--- src/rtl/proc_io_ctrl.sv ---
// proc_io_ctrl: buffers source samples into NCH input FIFOs that a processor
// pops on request, and collects processor results, tagged with their channel,
// in one output FIFO that the sink drains.
//
// Ports
//   clk, rst                       single clock, synchronous active-high reset
//   src_valid/src_ch/src_data      source beat, accepted when src_ready is high
//   src_ready                      combinational accept for the addressed channel
//   req_in                         one-hot pop request per input channel
//   in/in_valid                    registered popped sample and its qualifier
//   out_en/io_out                  one-hot write strobe and processor result
//   sink_valid/sink_ch/sink_data   first-word-fall-through output FIFO head
//   sink_ready                     sink accepts the head
//   err                            sticky flags [0] underflow [1] overflow [2] multi-hot
module proc_io_ctrl #(
    parameter int DW    = 32,
    parameter int NCH   = 2,
    parameter int DEPTH = 16,
    localparam int CW   = (NCH > 1) ? $clog2(NCH) : 1,
    localparam int AW   = $clog2(DEPTH)
) (
    input  logic           clk,
    input  logic           rst,
    input  logic           src_valid,
    input  logic [CW-1:0]  src_ch,
    input  logic [DW-1:0]  src_data,
    output logic           src_ready,
    input  logic [NCH-1:0] req_in,
    output logic [DW-1:0]  in,
    output logic           in_valid,
    input  logic [NCH-1:0] out_en,
    input  logic [DW-1:0]  io_out,
    output logic           sink_valid,
    output logic [CW-1:0]  sink_ch,
    output logic [DW-1:0]  sink_data,
    input  logic           sink_ready,
    output logic [2:0]     err
);
    localparam logic [AW:0] FULL_CNT = (AW+1)'(DEPTH);

    // Occupancy update shared by every FIFO; push and pop together hold the count.
    function automatic logic [AW:0] next_cnt(input logic [AW:0] cnt, input logic push, input logic pop);
        logic [AW:0] res;
        case ({push, pop})
            2'b10:   res = cnt + {{AW{1'b0}}, 1'b1};
            2'b01:   res = cnt - {{AW{1'b0}}, 1'b1};
            default: res = cnt;
        endcase
        return res;
    endfunction

    logic [DW-1:0]    in_mem_q  [NCH][DEPTH];
    logic [AW-1:0]    in_wr_q   [NCH];
    logic [AW-1:0]    in_wr_d   [NCH];
    logic [AW-1:0]    in_rd_q   [NCH];
    logic [AW-1:0]    in_rd_d   [NCH];
    logic [AW:0]      in_cnt_q  [NCH];
    logic [AW:0]      in_cnt_d  [NCH];
    logic [CW+DW-1:0] out_mem_q [DEPTH];
    logic [AW-1:0]    out_wr_q, out_wr_d;
    logic [AW-1:0]    out_rd_q, out_rd_d;
    logic [AW:0]      out_cnt_q, out_cnt_d;
    logic [DW-1:0]    in_q, in_d;
    logic             in_valid_q, in_valid_d;
    logic [2:0]       err_q, err_d;

    logic             src_ready_s;
    logic [NCH-1:0]   push_s;
    logic [NCH-1:0]   pop_s;
    logic             out_push_s;
    logic             out_pop_s;
    logic [CW-1:0]    out_ch_s;
    logic [CW+DW-1:0] out_head_s;

    // Source accept: channel must exist and its FIFO must not be full before this edge.
    always_comb begin
        src_ready_s = 1'b0;
        for (int c = 0; c < NCH; c++) begin
            src_ready_s = src_ready_s | ((src_ch == CW'(c)) && (in_cnt_q[c] != FULL_CNT));
        end
    end

    // Next-state logic for both FIFO sides, the processor sample register and the flags.
    always_comb begin
        in_wr_d    = in_wr_q;
        in_rd_d    = in_rd_q;
        in_cnt_d   = in_cnt_q;
        in_d       = in_q;
        in_valid_d = 1'b0;
        err_d      = err_q;
        push_s     = '0;
        pop_s      = '0;
        out_ch_s   = '0;
        out_push_s = 1'b0;

        for (int c = 0; c < NCH; c++) begin
            push_s[c] = src_valid && src_ready_s && (src_ch == CW'(c));
        end

        // A pop to an empty FIFO never sees a same-cycle push: the head read uses pre-edge count.
        if ($onehot(req_in)) begin
            for (int c = 0; c < NCH; c++) begin
                if (req_in[c] && (in_cnt_q[c] != '0)) begin
                    pop_s[c]   = 1'b1;
                    in_d       = in_mem_q[c][in_rd_q[c]];
                    in_valid_d = 1'b1;
                end else if (req_in[c]) begin
                    err_d[0] = 1'b1;
                end else begin
                    pop_s[c] = 1'b0;
                end
            end
        end else if (req_in != '0) begin
            err_d[2] = 1'b1;
        end else begin
            in_valid_d = 1'b0;
        end

        for (int c = 0; c < NCH; c++) begin
            in_wr_d[c]  = push_s[c] ? (in_wr_q[c] + AW'(1)) : in_wr_q[c];
            in_rd_d[c]  = pop_s[c]  ? (in_rd_q[c] + AW'(1)) : in_rd_q[c];
            in_cnt_d[c] = next_cnt(in_cnt_q[c], push_s[c], pop_s[c]);
        end

        for (int c = 0; c < NCH; c++) begin
            out_ch_s = out_ch_s | (out_en[c] ? CW'(c) : '0);
        end

        // Full check uses pre-edge count, so a same-cycle sink pop does not make room.
        if ($onehot(out_en)) begin
            if (out_cnt_q != FULL_CNT) begin
                out_push_s = 1'b1;
            end else begin
                err_d[1] = 1'b1;
            end
        end else if (out_en != '0) begin
            err_d[2] = 1'b1;
        end else begin
            out_push_s = 1'b0;
        end

        out_pop_s = (out_cnt_q != '0) && sink_ready;
        out_wr_d  = out_push_s ? (out_wr_q + AW'(1)) : out_wr_q;
        out_rd_d  = out_pop_s  ? (out_rd_q + AW'(1)) : out_rd_q;
        out_cnt_d = next_cnt(out_cnt_q, out_push_s, out_pop_s);
    end

    // Pointer, count, output and flag registers with synchronous reset.
    always_ff @(posedge clk) begin
        if (rst) begin
            for (int c = 0; c < NCH; c++) begin
                in_wr_q[c]  <= '0;
                in_rd_q[c]  <= '0;
                in_cnt_q[c] <= '0;
            end
            out_wr_q   <= '0;
            out_rd_q   <= '0;
            out_cnt_q  <= '0;
            in_q       <= '0;
            in_valid_q <= 1'b0;
            err_q      <= 3'b000;
        end else begin
            in_wr_q    <= in_wr_d;
            in_rd_q    <= in_rd_d;
            in_cnt_q   <= in_cnt_d;
            out_wr_q   <= out_wr_d;
            out_rd_q   <= out_rd_d;
            out_cnt_q  <= out_cnt_d;
            in_q       <= in_d;
            in_valid_q <= in_valid_d;
            err_q      <= err_d;
        end
    end

    // Sample storage; not reset, writes suppressed while rst is high.
    always_ff @(posedge clk) begin
        for (int c = 0; c < NCH; c++) begin
            if (push_s[c] && !rst) begin
                in_mem_q[c][in_wr_q[c]] <= src_data;
            end
        end
        if (out_push_s && !rst) begin
            out_mem_q[out_wr_q] <= {out_ch_s, io_out};
        end
    end

    // Head is gated by valid so stale storage never shows after reset.
    assign out_head_s = out_mem_q[out_rd_q];
    assign src_ready  = src_ready_s;
    assign in         = in_q;
    assign in_valid   = in_valid_q;
    assign err        = err_q;
    assign sink_valid = (out_cnt_q != '0);
    assign sink_ch    = sink_valid ? out_head_s[CW+DW-1:DW] : '0;
    assign sink_data  = sink_valid ? out_head_s[DW-1:0] : '0;
endmodule

--- config.mk ---
export PLATFORM = sky130hd
export DESIGN_NAME = proc_io_ctrl
export DESIGN_NICKNAME = d
export VERILOG_FILES = /design/src/rtl/proc_io_ctrl.sv
export SDC_FILE = /design/constraint.sdc
export NUM_CORES = 2
export LEC_CHECK = 0
export CAP_MARGIN = 20
export CORE_MARGIN = 5
export CORE_UTILIZATION = 40
export DETAILED_ROUTE_END_ITERATION = 10
export GPL_TIMING_DRIVEN = 1
export PLACE_DENSITY = 0.61
export SYNTH_ARGS = -nofsm -noshare
export SYNTH_HDL_FRONTEND = slang
export SYNTH_SLANG_ARGS = --single-unit
--- constraint.sdc ---
create_clock -name clk -period 9.2 [get_ports clk]
set_input_delay 1.84 -clock clk [delete_from_list [all_inputs] [get_ports clk]]
set_output_delay 1.84 -clock clk [all_outputs]
set_load 0.005 [all_outputs]
# Word level (Yosys, flattened, before mapping)
# Memories as Yosys holds them, arrays and structs flattened. A register that Yosys moved wholly into a read port is not among the register bits.
# Cells that the tools add are included.
[word_totals]
register_bits = 75
latch_bits = 0
ramBits = 1552
rom_bits = 0
in_bits = 73
mem_count = 2
[classes]
addsub = 14
multipliers = 0
n_div = 0
magnitude_cmp = 6
eq_ne = 11
n_shift = 0
muxes = 43
n_bitwise = 8
n_reduce_logical = 27
[memory_table]
columns = ["memory", "words", "width", "rd", "rd_clocked_by_memory_dff", "wr", "line", "text"]
rows = [
  ["in_mem_q", 2, 512, 2, 0, 1, "52", "logic [DW-1:0] in_mem_q [NCH][DEPTH];"],
  ["out_mem_q", 16, 33, 1, 1, 1, "59", "logic [CW+DW-1:0] out_mem_q [DEPTH];"],
]
[op_table]
columns = ["cell", "n"]
rows = [
  ["512-bit two-way mux", 4],
  ["512-bit OR reduction", 1],
  ["32-bit two-way mux", 9],
  ["32-bit binary-select mux with 4-bit select", 2],
  ["32-bit demux with 4-bit select", 2],
  ["5-bit case mux with 2 select lines", 3],
  ["4-bit by 1-bit adder with 4-bit output (second input constant)", 6],
  ["5-bit >= comparator (second input constant)", 4],
  ["1-bit two-way mux", 20],
  ["4-bit NOT with 5-bit output", 4],
  ["5-bit by 1-bit adder with 5-bit output (second input constant)", 3],
  ["5-bit != test (second input constant)", 3],
  ["5-bit nonzero test", 3],
  ["5-bit by 1-bit subtractor with 5-bit output (second input constant)", 3],
  ["1-bit logical AND", 13],
  ["2-bit nonzero test", 6],
  ["2-bit by 1-bit equality test with 1-bit output (second input constant)", 5],
  ["5-bit by 1-bit < comparator with 1-bit output (second input constant)", 2],
  ["4-bit two-way mux", 2],
  ["2-bit equality test (second input constant)", 3],
  ["1-bit by 1-bit adder with 2-bit output", 2],
  ["2-bit AND reduction", 2],
  ["1-bit NOT", 3],
  ["2-bit two-way mux", 1],
  ["other kinds (3)", 3],
]

# Logic depth before layout (Yosys ltp)
[logic_depth]
word_depth = 10
depth_mapped = 12
mapped_depth_nobuf = 12

# Worst setup path after synthesis
# Ideal clock, no wire load.
[synth_path]
kind = "in2reg"
startpoint = "input port out_en[0]"
endpoint = "memory out_mem_q[2][0] (netlist name), enable pin"
setup_ns = 0.464
t_arrival_ns = 5.208
path_slack_ns = 3.528
stages = 6
path_cell_list = "inv_1 ha_1 a21boi_1 nor2b_1 nand2_1 nor3_1"
[synth_between]
elab_chain_cells = 6
[synth_lines]
columns = ["element", "line", "text"]
rows = [
  ["start: declaration", "31", "input logic [NCH-1:0] out_en,"],
  ["1-bit by 1-bit adder with 2-bit output (implied by the code)", "130", "if ($onehot(out_en)) begin"],
  ["2-bit by 1-bit equality test with 1-bit output", "130", ""],
  ["1-bit two-way mux", "130", ""],
  ["1-bit logical AND", "182", "if (out_push_s && !rst) begin"],
  ["1-bit two-way mux", "182", ""],
  ["1-bit two-way mux (implied by the code)", "183", "out_mem_q[out_wr_q] <= {out_ch_s, io_out};"],
  ["end: declaration", "59", ""],
]
# No other way between the ends.

==> qor.txt <==
Post-synth EDFFs: 1552
drt via density: 5.50
die area: 164000 um^2
Clock Latency Late Sink: 0.82 ns
GRT Residual Overflow: 0
Compound-Gate Fraction of Synth Area: 0.0192
Initial DRC Count: 2781
peak supply drop: 0.180 mV
Chip Height: 405 um
sinks on the clock net: 1631
Worst Max-Slew Pin Slew: 1.09 ns
Area Overhead vs Synth: 16.1%
fin crit share: 0.645
ys async rst share: 0
PwrDens: 234 nW/um^2
RSZ-0062 raised after global routing: no
cell area after layout: 72600 um^2
Post-Place Cells: 4911
routed wire length: 140 mm
post-detailed-route count of antenna-violating nets: 0
commonest non-fill, non-tap cells in the layout: edfxtp_1 (1552), mux4_2 (422), clkbuf_16 (171), clkdlybuf4s50_1 (142), mux2i_1 (100)
core area: 156000 um^2
Top cell by count, worst path: mux4_2
flops & latches, synth: 1631
fmax: 169 MHz
Crit Path Max Fanout: 54
Post-Route Setup TNS: 0 ns
Slowest-stage cell, CP: dfxtp_4
leak pwr: 21.9 nW
non-filler cells in the finished layout: 5237
largest family of logic cells by synthesized area: multiplexers
leading cell type in the layout, fill and taps excluded: edfxtp_1
CTS max path bufs: 3
Routed WL per cell: 26.7 um
H-tree depth: 4
Min Hold Slack: 0.450 ns
Yosys cell types: 46
skew final: 0.0670 ns
largest net degree at the start of global routing: 81
Nets: 3142
critical path startpoint category: flip-flop
CTS Hold Buffers Added: 0
Place WS: 3.40 ns
TritonCTS buffer count: 166
initial antenna violation count: 9
dpl hpwl: 77.6 mm
GPL Wtd Cong: 0.723
post-synthesis adder-cell area fraction: 0.00676
CP peak stage delay: 0.86 ns
starting density of the core: 0.401
Reg clk slew, reported paths: 0.06 ns
max-cap violations: 0
Final Hold Viols: 0
Root Driver: clkbuf_16
Port Buffer Count: 143
sequential cell area fraction in the yosys report: 0.771
vias in the first global route: 29600
Worst Hold Class: flip-flop to flip-flop
Max-slew headroom: 0.274
min setup slack post-route: 3.27 ns
syn_area_per_cell: 22.5 um^2
synth warn: 0
post-synthesis cell count: 2783
max-slew violations: 0
global-route wire length before repair: 206 mm
Tot GR Track Use: 0.172
CTS resizes: 0
Worst Path Arrival: 4.09 ns
final setup fails: 0
Crit Path Class: flip-flop to output pin
synthesized area: 62500 um^2
crit end category: output pin
Rows: 145
Ports: 144
crit path cell chain: buf_4 -> mux4_2 -> mux4_2 -> and2_1 -> clkdlybuf4s50_1
Post-DP Area: 66800 um^2
Primary FF master, synth: edfxtp_1
final core utilization: 0.466
post-synthesis mux area share: 0.168
status: complete, no violations
worst path required time: 7.36 ns
Post-Syn Nets: 2888
via count: 28800
Post-Synth Simple-Gate Area: 0.0182
final critical-path required period: 5.93 ns
TritonCTS clock tree: yes
xor/xnor share of the synthesized area: 0.00336
DR DRC count: 0
Die X: 405 um
Post-CTS Setup Inserts: 0
Pre-antenna DRT Iters: 5
Total Power: 17.0 mW
share of post-route cells with drive strength above 1: 0.254
[area by class of cell]
type / instances / area [um^2]
inverter: 27 / 101
clock inverter: 84 / 986
antenna: 1 / 2.50
tap: 2058 / 2570
fill: 12700 / 83300
clock buffer: 225 / 4460
timing repair buffer: 234 / 2410
sequential: 1631 / 48200
multi-input combinational: 977 / 13800
[worst max-delay path, delay by kind of cell, from the launching register on]
family / cells / cell delay (ns)
AND/OR/NAND/NOR: 1 / 0.18
buffers and inverters: 2 / 1.23
multiplexers: 2 / 0.95
flip-flops: 1 / 0.86
[state kept, by name, summed over array words and instances, names as in the netlist, named ones only]
signal and cells:
err 3, in 32, in_cnt_q 10, in_mem_q 1024, in_rd_q 8, in_valid 1
in_wr_q 8, out_cnt_q 5, out_mem_q 528, out_rd_q 4, out_wr_q 4
[cell families (layout without fill, tap and decap cells)]
group                    after synthesis  after routing
other                                  0              1
multiplexers                         522            522
buffers and inverters                175            570
adder cells (fa/ha/maj)               32             32
XOR/XNOR                              24             24
flip-flops                          1631           1631
AO/OA/AOI/OAI                        174            174
AND/OR/NAND/NOR                      225            225
[per-layer routing]
| metal | global-route usage | vias up | routed length (um) |
|---|---|---|---|
| met5 | 0 | - | 20 |
| met4 | 0.0430 | 4 | 2680 |
| met3 | 0.0316 | 202 | 9090 |
| met2 | 0.264 | 893 | 65300 |
| met1 | 0.257 | 15400 | 62700 |
| li1 | - | 12200 | - |
[synthesized netlist by cell type (2+ instances only)]
| cell | instances | area [um^2] |
|---|---|---|
| o211ai_1 | 2 | 15.0 |
| buf_6 | 13 | 146 |
| buf_2 | 50 | 250 |
| xor2_1 | 15 | 131 |
| nor2b_1 | 37 | 231 |
| a21o_1 | 4 | 30.0 |
| ha_1 | 29 | 363 |
| or4_1 | 3 | 22.5 |
| a21boi_1 | 2 | 15.0 |
| edfxtp_1 | 1552 | 46600 |
| and2_1 | 33 | 206 |
| a21oi_1 | 54 | 270 |
| o31ai_1 | 2 | 15.0 |
| nand4_1 | 4 | 25.0 |
| nand3_1 | 5 | 25.0 |
| a221o_1 | 32 | 320 |
| inv_1 | 27 | 101 |
| o22ai_1 | 32 | 200 |
| buf_4 | 11 | 82.6 |
| dfxtp_1 | 79 | 1580 |
| a211oi_1 | 32 | 240 |
| nand3b_1 | 2 | 15.0 |
| o21ai_0 | 6 | 30.0 |
| a31oi_1 | 2 | 12.5 |
| or3_1 | 6 | 37.5 |
| nand2_1 | 21 | 78.8 |
| mux4_2 | 422 | 9500 |
| nor2_1 | 87 | 327 |
| xnor2_1 | 9 | 78.8 |
| nand2b_1 | 11 | 68.8 |
| mux2i_1 | 100 | 1000 |
| fa_1 | 3 | 60.1 |
| buf_1 | 15 | 56.3 |
| clkbuf_1 | 59 | 221 |
| nor4_1 | 3 | 18.8 |
| nor3_1 | 8 | 40.0 |
| and3_1 | 2 | 12.5 |
[power breakdown]
part           switching (mW)  internal, mW  leakage [nW]  total, mW
logic                   0.951          1.08          4.65       2.03
clock network            2.86          3.75          2.61       6.61
registers               0.100          8.23          14.6       8.33
total                    3.91          13.1          21.9       17.0
[path summary, 6_finish.rpt]
path	endpoint	startpoint	slack (ns)	depth (start not counted)
worst max-delay path	sink_data[5]	flip-flop	3.27	5
worst min-delay path	err[0]	err[0]	0.45	2
worst max register to register	in[7]	in_rd_q[4]	5.69	7
worst min register to register	err[0]	err[0]	0.45	2
No activity file was read; power rests on OpenSTA's default activity.
